File: config.mk
export PLATFORM = sky130hd
export DESIGN_NAME = axis_header_arbiter
export DESIGN_NICKNAME = d
export VERILOG_FILES = /design/src/rtl/axis_header_arbiter.sv
export SDC_FILE = /design/constraint.sdc
export NUM_CORES = 1
export LEC_CHECK = 0
export ABC_AREA = 0
export BUFFER_PORTS_ARGS = -buffer_cell sky130_fd_sc_hd__buf_4
export CELL_PAD_IN_SITES_DETAIL_PLACEMENT = 1
export CELL_PAD_IN_SITES_GLOBAL_PLACEMENT = 1
export CORE_AREA = 2 2 153 155
export CTS_BUF_LIST = sky130_fd_sc_hd__clkbuf_8
export CTS_CLUSTER_SIZE = 25
export DETAILED_ROUTE_END_ITERATION = 8
export DIE_AREA = 0 0 155 157
export PLACE_DENSITY = 0.62
export REMOVE_ABC_BUFFERS = 1
export SYNTH_ARGS = -nofsm -noshare
export SYNTH_HDL_FRONTEND = slang
export SYNTH_SLANG_ARGS = --single-unit
File: constraint.sdc
create_clock -name clk -period 2.8 [get_ports clk]
set_clock_uncertainty 0.15 [all_clocks]
set_input_delay 0.56 -clock clk [delete_from_list [all_inputs] [get_ports clk]]
set_output_delay 0.56 -clock clk [all_outputs]
set_load 0.03 [all_outputs]
File: src/rtl/axis_header_arbiter.sv
// axis_header_arbiter: locks one of NUM_CH header+payload sources onto a header inserter until its last beat.
// Round-robin by default; define HDR_ARB_FIXED_PRIO_EN for lowest-index-wins priority without a pointer.
module axis_header_arbiter #(
    parameter int DATA_WD      = 32,
    parameter int DATA_BYTE_WD = DATA_WD / 8,
    parameter int NUM_CH       = 4,
    parameter int CH_WD        = $clog2(NUM_CH)
) (
    input  logic                             clk,
    input  logic                             rst_n,
    input  logic [NUM_CH-1:0]                s_hdr_valid,
    input  logic [NUM_CH*DATA_WD-1:0]        s_hdr_data,
    input  logic [NUM_CH*DATA_BYTE_WD-1:0]   s_hdr_keep,
    output logic [NUM_CH-1:0]                s_hdr_ready,
    input  logic [NUM_CH-1:0]                s_valid,
    input  logic [NUM_CH*DATA_WD-1:0]        s_data,
    input  logic [NUM_CH*DATA_BYTE_WD-1:0]   s_keep,
    input  logic [NUM_CH-1:0]                s_last,
    output logic [NUM_CH-1:0]                s_ready,
    output logic                             m_hdr_valid,
    output logic [DATA_WD-1:0]               m_hdr_data,
    output logic [DATA_BYTE_WD-1:0]          m_hdr_keep,
    input  logic                             m_hdr_ready,
    output logic                             m_valid,
    output logic [DATA_WD-1:0]               m_data,
    output logic [DATA_BYTE_WD-1:0]          m_keep,
    output logic                             m_last,
    input  logic                             m_ready,
    output logic [CH_WD-1:0]                 grant_id,
    output logic                             busy
);
    typedef enum logic [1:0] {IDLE, HDR, PAY} state_t;

    state_t            r_state;
    state_t            w_next;
    logic [CH_WD-1:0]  r_grant;
    logic [CH_WD-1:0]  w_win;
    logic              w_hdr_fire;
    logic              w_pay_done;

    assign w_hdr_fire = (r_state == HDR) && m_hdr_valid && m_hdr_ready;
    assign w_pay_done = (r_state == PAY) && m_valid && m_ready && m_last;
    assign grant_id   = r_grant;
    assign busy       = (r_state != IDLE);

`ifdef HDR_ARB_FIXED_PRIO_EN
    always_comb begin
        w_win = '0;
        for (int i = NUM_CH - 1; i >= 0; i--)
            if (s_hdr_valid[i]) w_win = CH_WD'(i);
    end
`else
    logic [CH_WD-1:0] r_rr_ptr;

    // Scanning downward leaves the first requester at or after r_rr_ptr as the winner.
    always_comb begin
        w_win = '0;
        for (int i = NUM_CH - 1; i >= 0; i--)
            if (s_hdr_valid[(int'(r_rr_ptr) + i) % NUM_CH])
                w_win = CH_WD'((int'(r_rr_ptr) + i) % NUM_CH);
    end

    always_ff @(posedge clk or negedge rst_n) begin
        if (!rst_n)
            r_rr_ptr <= '0;
        else if (w_pay_done)
            r_rr_ptr <= (r_grant == CH_WD'(NUM_CH - 1)) ? '0 : r_grant + 1'b1;
    end
`endif

    always_ff @(posedge clk or negedge rst_n) begin
        if (!rst_n) begin
            r_state <= IDLE;
            r_grant <= '0;
        end else begin
            r_state <= w_next;
            if (r_state == IDLE && |s_hdr_valid) r_grant <= w_win;
        end
    end

    always_comb begin
        w_next = r_state;
        case (r_state)
            IDLE:    w_next = |s_hdr_valid ? HDR : IDLE;
            HDR:     w_next = w_hdr_fire ? PAY : HDR;
            PAY:     w_next = w_pay_done ? IDLE : PAY;
            default: w_next = IDLE;
        endcase
    end

    always_comb begin
        m_hdr_valid = 1'b0;
        m_hdr_data  = '0;
        m_hdr_keep  = '0;
        s_hdr_ready = '0;
        m_valid     = 1'b0;
        m_data      = '0;
        m_keep      = '0;
        m_last      = 1'b0;
        s_ready     = '0;
        if (r_state == HDR) begin
            m_hdr_valid          = s_hdr_valid[r_grant];
            m_hdr_data           = s_hdr_data[r_grant*DATA_WD +: DATA_WD];
            m_hdr_keep           = s_hdr_keep[r_grant*DATA_BYTE_WD +: DATA_BYTE_WD];
            s_hdr_ready[r_grant] = m_hdr_ready;
        end
        if (r_state == PAY) begin
            m_valid          = s_valid[r_grant];
            m_data           = s_data[r_grant*DATA_WD +: DATA_WD];
            m_keep           = s_keep[r_grant*DATA_BYTE_WD +: DATA_BYTE_WD];
            m_last           = s_last[r_grant];
            s_ready[r_grant] = m_ready;
        end
    end
endmodule

-- Word-level counts from Yosys, hierarchy flattened
Cells that the tools add are included.
- output and inout bits: 86
- flip-flop bits (word level): 6
- word-level logic and storage cells: 75
- bits of input ports: 304
- reduce and logical (&&, ||, !) cells: 13
- bitwise gates (word level): 5
- eq/ne operators: 3
- $add $sub $neg: 4
- $lt $le $gt $ge: 6
- shift-type cells: 4
- multiplexer cells: 37
- operators by type and width (kind ; number):
    $shiftx A128 B8 Y32 ; 2
    $mux W32 ; 2
    $shiftx A16 B5 Y4 ; 2
    $mux W4 ; 4
    $mux W1 ; 15
    $bmux W1 S2 ; 7
    $mux W2 ; 7
    $lt A3 B4 Y1 const B ; 3
    $and A4 B4 Y4 ; 2
    $logic_and A1 B1 Y1 ; 7
    $lt A2 B3 Y1 const B ; 2
    $pmux W2 S3 ; 1
    $reduce_or A2 Y1 ; 3
    $add A2 B1 Y2 const B ; 2
    $add A2 B2 Y2 const B ; 2
    $eq A2 B2 Y1 const B ; 2
    $reduce_or A4 Y1 ; 1
    $and A1 B1 Y1 const A ; 3
    $demux W1 S2 ; 1
    $eq A2 B1 Y1 const B ; 1
    $ge A2 B1 Y1 const B ; 1
    $logic_not A2 Y1 ; 1
    $reduce_bool A2 Y1 ; 1

-- Depth between registers and ports, before layout
Gate-level depths: netlist of run 1.
- depth in word-level cells: 10
- gate-level depth with buffers: 6
- depth with buffers taken out: 3

-- Worst setup path after synthesis of run 1
OpenSTA, ideal clock, no wires.
- path type: register -> output
- start point: reg r_grant[0], in the netlist grant_id[0]
- end point: out m_data[0]
- arrival: 1.788 ns
- stages on the path, launching flop included: 5
- setup slack: 0.302 ns
- cell sequence: dfrtp_1 > buf_6 > buf_2 > mux4_2 > and2_1
- word-level cells in the longest chain between the ends: 2
- RTL lines (what ; line ; source):
    from (decl) ; 36 ; logic [CH_WD-1:0] r_grant;
    from (signal assigned) ; 77 ; if (r_state == IDLE && |s_hdr_valid) r_grant <= w_win;
    $shiftx A128 B8 Y32 ; 109 ; m_data = s_data[r_grant*DATA_WD +: DATA_WD];
    $mux W32 ; 107 ; if (r_state == PAY) begin
    to (decl) ; 25 ; output logic [DATA_WD-1:0] m_data,
Every way passes these cells.

-- Worst setup path in the final report of run 1
- start point: reg r_grant[0], in the netlist grant_id[0]
- end point: out m_valid
- word-level cells in the longest chain between the ends: 3
- RTL lines (what ; line ; source):
    $bmux W1 S2 ; 108 ; m_valid = s_valid[r_grant];
    $mux W1 (not written as such) ; 108 ;
    $mux W1 ; 107 ;
    to (decl) ; 24 ; output logic m_valid,
Every way passes these cells. The select of a mux whose other input is x is not followed.

==> results of run 1 <==
==> cell usage in the layout, fill, tap and decap left out, types with 3 or more instances in the layout <==
cell type | Yosys | final
nor2_1 | 3 | 3
and2_1 | 75 | 75
buf_4 | 0 | 392
buf_12 | 0 | 4
and3_1 | 8 | 8
clkbuf_8 | 0 | 3
mux4_2 | 75 | 75
ha_1 | 4 | 4
dfrtp_1 | 6 | 4
inv_1 | 2 | 3
==> Yosys cell counts (all sizes together) <==
| library cell | instances | area share, % |
|---|---|---|
| and2 | 75 | 17 |
| o41ai | 2 | 0.63 |
| and3b | 2 | 0.63 |
| nand2b | 2 | 0.45 |
| o21ai | 2 | 0.36 |
| nor2 | 3 | 0.41 |
| nor2b | 3 | 0.68 |
| or2 | 2 | 0.45 |
| a21boi | 1 | 0.27 |
| nand2 | 1 | 0.14 |
| buf | 16 | 4.7 |
| nor4 | 1 | 0.23 |
| a21oi | 1 | 0.18 |
| a32o | 1 | 0.36 |
| o21a | 2 | 0.54 |
| mux4 | 75 | 61 |
| mux2 | 2 | 0.81 |
| inv | 2 | 0.27 |
| and3 | 8 | 1.8 |
| nand3 | 1 | 0.18 |
| clkbuf | 10 | 1.4 |
| ha | 4 | 1.8 |
| o2bb2ai | 1 | 0.32 |
| dfrtp | 6 | 5.4 |
| nand4 | 1 | 0.23 |
==> power by group through the flow <==
| stage | Clock (mW) | Sequential, mW | Combinational, mW |
|---|---|---|---|
| CTS | 0.133 | 0.184 | 4.11 |
| global route | 0.141 | 0.190 | 4.29 |
| floorplan | 0 | 0.483 | 2.37 |
| detailed placement | 0 | 0.184 | 4.09 |
| global placement | 0 | 0.183 | 4.07 |
| finish | 0.131 | 0.183 | 4.00 |
==> worst min-delay path by stage <==
| stage | end | slack [ps] |
|---|---|---|
| 6_report | r_rr_ptr[0] | 450 |
| 5_1_grt | r_rr_ptr[0] | 480 |
| 4_1_cts | r_rr_ptr[0] | 460 |
| 3_5_place_dp | r_state[1] | 220 |
| 3_3_place_gp | r_state[1] | 220 |
| 2_1_floorplan | grant_id[0] | 110 |
==> layout make-up <==
type,instances,area [µm²],share of cell area (%)
Multi-Input combinational cell,190,2450,40.5
Inverter,2,7.51,0.124
Tap cell,285,357,5.89
Antenna cell,1,2.50,0.0413
Sequential cell,6,158,2.60
Clock inverter,1,3.75,0.0620
Timing Repair Buffer,397,3030,50.1
Clock buffer,3,41.3,0.682
==> layer usage <==
layer	vias to the layer above	share of wire (%)	global-route usage [%]
met5	-	0	0
met4	0	0.93	1.50
met3	8	11	4.32
met2	256	54	25.8
met1	1807	34	12.9
li1	1656	-	-
==> cell families after synthesis <==
family | Yosys count | synth area share [%]
compound gates | 10 | 2.66
fa+ha+maj | 4 | 1.80
buf+inv | 28 | 6.36
flops | 6 | 5.41
mux | 77 | 61.7
simple gates | 99 | 22.1
==> metrics by stage <==
stage               instances  setup slack [ps]  TNS [ps]  hold WS (ps)
floorplan                 198             -2100   -178970           114
global placement          879               428         0           221
detailed placement        879               431         0           221
CTS                       884               193         0           456
global route              884               116         0           484
finish                    885               215         0           447
==> registers in the layout, summed over array words and instances (netlist names) <==
name and cells:
r_rr_ptr 2, r_state 2, grant_id 2
==> impl_metrics.csv, run 1 <==
group,metric,value,unit
status,status,"completed",
critical_path,reg2reg_to,"r_rr_ptr[1]",
final_layout,area_growth,118,%
floorplan,die_area,0.0243,mm²
floorplan,die_h,157,µm
critical_path,endpoint,"m_valid",
logic_synthesis,synth-seq-cells,6,
sta,rsz0062_at_grt,"false",
placement,routabilityCongestion,0.819,
critical_path,cp_num_buf_inv,2,
detailed_routing,route.vias.total,3727,
floorplan,core,0.0225,mm²
grt,gr-usage-all-layers,12.8,%
clocking,cts_setup_buffers,0,
power,vdd_drop_max,0.000368,V
critical_path,crit_cells,4,
critical_path,critPathSlowestCell,"mux4_2",
logic_synthesis,syn_avg_cell_area,12.4,µm²
clocking,cts.sinks,6,
critical_path,worstPathRequired,2090,ps
grt,grt_pass1_wl,23.9,mm
sta,tightest_slew,505,ps
placement,post_dp_cell_area,0.00600,mm²
clocking,ctsHoldBuffers,1,
grt,grt_max_degree,45,
detailed_routing,dr.pass1.iters,4,
logic_synthesis,yosysWarnings,0,
critical_path,criticalPathCategory,"reg2out",
critical_path,cp-start-kind,"register",
floorplan,start_util,12.3,%
sta,fin_crit_sh,92.3,%
logic_synthesis,seq_area_frac_synth,5.41,%
clocking,h-tree-depth,1,
final_layout,fin_area,0.00606,mm²
sta,finalHoldViolations,0,
clocking,cts_buffers,3,
final_layout,nets,908,
critical_path,rr_startpoint,"grant_id[0]",
power,seqPwrFrac,4.2,%
grt,grt_overflow,0,
clocking,clk_latency,220,ps
critical_path,path_cells,"buf_4, mux4_2, and2_1, buf_4",
critical_path,path_common_cell,"buf_4",
detailed_routing,ant_nets,0,
critical_path,r2r_slack,700,ps
power,p_leak,2.86,nW
power,switchingPower,2.15,mW
sta,fin_crit,2580,ps
floorplan,io_pins,390,
sta,slew_violations,0,
power,pwr-share-clk,3.0,%
placement,hpwlAfterDp,14.5,mm
logic_synthesis,netlist_area,0.00278,mm²
final_layout,filler_cell_count,2622,
power,p_sw_share,49.9,%
clocking,cts_max_path_buffers,2,
critical_path,max_stage_delay,570,ps
detailed_routing,drt_drc_violations_left,0,
floorplan,die_x,155,µm
logic_synthesis,synthCells,224,
worst_hold_path,min_path_cells,1,
power,power.share.combinational,92.7,%
power,internal_power,2.16,mW
placement,io_buffers,389,
critical_path,cp-end-kind,"output pin",
detailed_routing,drt-initial-drc-count,119,
sta,setup_violations,0,
grt,grt_pass1_vias,4221,
grt,antenna_found_initial,1,
detailed_routing,vias_per_cell,4.21,
detailed_routing,wl,16.6,mm
power,power,4.31,mW
clocking,path_clk_slew,40,ps
worst_hold_path,hp-class,"reg2reg",
power,power.density,712,mW/mm²
sta,max_freq,0.387,GHz
critical_path,reg2regPathDepth,4,
sta,maxSlewHeadroom,66.0,%
logic_synthesis,ys_types,28,
critical_path,crit_start,"grant_id[0]",
clocking,cts_resized,0,
critical_path,crit_arrival,1870,ps
clocking,cts_tree,"yes",
critical_path,critPathMaxFanout,14,
detailed_routing,wl_per_cell,18.7,µm
floorplan,rows,55,
run,cap_viol_max_count,0,
clocking,ctsRootBufferMaster,"clkbuf_8",
worst_hold_path,min_from,"r_rr_ptr[0]",
critical_path,crit_family,"multiplexers",
final_layout,drive_gt1_share,79.8,%
final_layout,final_core_util,26.9,%
Power figures use the tool's default switching activity.
==> run 2, diff against run 1 <==
CELL_PAD_IN_SITES_DETAIL_PLACEMENT = default   (was 1)
CELL_PAD_IN_SITES_GLOBAL_PLACEMENT = default   (was 1)
PLACE_DENSITY = 0.46   (was 0.62)
==> impl_metrics.csv, run 2 (same netlist as run 1, synthesis figures left out) <==
group,metric,value,unit
critical_path,max_stage_delay,600,ps
clocking,cts_resized,0,
floorplan,die_h,157,µm
clocking,cts_tree,"yes",
sta,max_freq,0.377,GHz
sta,tns,0,ps
critical_path,critPathMaxFanout,41,
final_layout,multi_input_area,0.00245,mm²
run,cap_viol_max_count,0,
critical_path,crit_start,"grant_id[0]",
critical_path,path_cells,"buf_12, mux4_2, and2_1, buf_4",
detailed_routing,dr.pass1.iters,4,
worst_hold_path,hp-class,"reg2reg",
placement,dp_slack,361,ps
floorplan,start_util,12.3,%
critical_path,cp-start-kind,"register",
clocking,clk_latency,220,ps
final_layout,filler_cell_count,2446,
clocking,cts.sinks,6,
critical_path,reg2reg_to,"r_rr_ptr[1]",
detailed_routing,wl,15.2,mm
critical_path,critPathSlowestCell,"mux4_2",
grt,antenna_found_initial,1,
critical_path,crit_family,"multiplexers",
clocking,h-tree-depth,1,
sta,rsz0062_at_grt,"false",
detailed_routing,route.vias.total,3608,
grt,grt_max_degree,81,
floorplan,rows,55,
sta,setup_ws,147,ps
power,vdd_drop_max,0.000305,V
status,status,"completed",
critical_path,cp-end-kind,"output pin",
final_layout,register_area,158,µm²
sta,finalHoldViolations,0,
power,p_leak,2.84,nW
clocking,ctsRootBufferMaster,"clkbuf_8",
worst_hold_path,min_from,"r_rr_ptr[0]",
grt,grt_pass1_vias,3699,
critical_path,crit_arrival,1940,ps
sta,setup_violations,0,
grt,grt_pass1_wl,21.6,mm
detailed_routing,drt-initial-drc-count,139,
power,power.density,712,mW/mm²
sta,slew_violations,0,
critical_path,r2r_slack,720,ps
detailed_routing,vias_per_cell,4.10,
clocking,cts_setup_buffers,0,
final_layout,n_antenna_cell,0,
final_layout,area_growth,118,%
final_layout,mostFrequentLayoutCells,"buf_4 (389), mux4_2 (75), and2_1 (75)",
final_layout,final_common_cell,"buf_4",
clocking,cts_buffers,3,
final_layout,nets,906,
sta,fin_crit_sh,94.7,%
worst_hold_path,min_path_cells,1,
floorplan,io_pins,390,
final_layout,drive_gt1_share,79.9,%
floorplan,die_x,155,µm
floorplan,die_area,0.0243,mm²
critical_path,criticalPathCategory,"reg2out",
worst_hold_path,worstHoldEndpoint,"r_rr_ptr[0]",
placement,routabilityCongestion,0.802,
final_layout,final_core_util,26.9,%
placement,io_buffers,389,
placement,hpwlAfterDp,12.9,mm
clocking,cts_max_path_buffers,2,
critical_path,cp_num_buf_inv,2,
grt,gr-usage-all-layers,11.3,%
clocking,ctsHoldBuffers,1,
sta,maxSlewHeadroom,66.6,%
sta,tightest_slew,497,ps
critical_path,reg2regPathDepth,4,
detailed_routing,drt_drc_violations_left,0,
floorplan,core,0.0225,mm²
sta,fin_crit,2650,ps
clocking,path_clk_slew,40,ps
detailed_routing,wl_per_cell,17.2,µm
detailed_routing,ant_nets,0,
grt,grt_overflow,0,
critical_path,rr_startpoint,"grant_id[0]",
critical_path,worstPathRequired,2090,ps
sta,worst_hold_slack,407,ps
[run 2: cell types whose count changed in the layout (fill, tap and decap cells not counted)]
cell and delta:
buf_4 -3, buf_12 +1, diode_2 -1, inv_1 -1
[run 2: worst max path at each step]
stage / to / slack (ps) / cells after the start
after floorplan: m_valid / -2100 / 2
after global placement: m_data[6] / 370 / 4
after detailed placement: m_data[6] / 360 / 4
after CTS: m_data[6] / 120 / 4
after global routing: m_data[6] / 80 / 4
final: m_data[6] / 150 / 4
[run 2: worst register-to-register path, cell delays in order (launching register included)]
cell	delay [ps]
dfrtp_4	430
buf_12	270
mux4_2	600
nand4_1	170
mux2_1	340
[run 2: routing by layer]
layer / vias to the layer above / global-route usage, % / part of all wire, %
li1: 1651 / - / -
met1: 1721 / 13.6 / 38
met2: 220 / 20.7 / 51
met3: 14 / 3.14 / 9.8
met4: 2 / 1.54 / 0.90
met5: - / 0 / 0.079
[run 2: power by group]
group	switching [mW]	total (mW)	leakage (nW)	internal (mW)
sequential	0.0399	0.174	0.0736	0.134
combinational	2.05	4.00	2.75	1.95
clock	0.0381	0.131	0.0216	0.0924
[run 2: layout make-up]
type / instances / area share (%)
Sequential cell: 6 / 2.61
Inverter: 2 / 0.124
Timing Repair Buffer: 395 / 50.1
Tap cell: 285 / 5.90
Clock buffer: 3 / 0.683
Multi-Input combinational cell: 190 / 40.6
[run 2: through the flow]
stage                     cells  power (mW)  area [µm²]
after floorplan             198        2.85        2610
after global placement      877        4.25        6000
after detailed placement    877        4.25        6000
after CTS                   881        4.40        6050
after global routing        881        4.60        6050
final                       881        4.30        6050
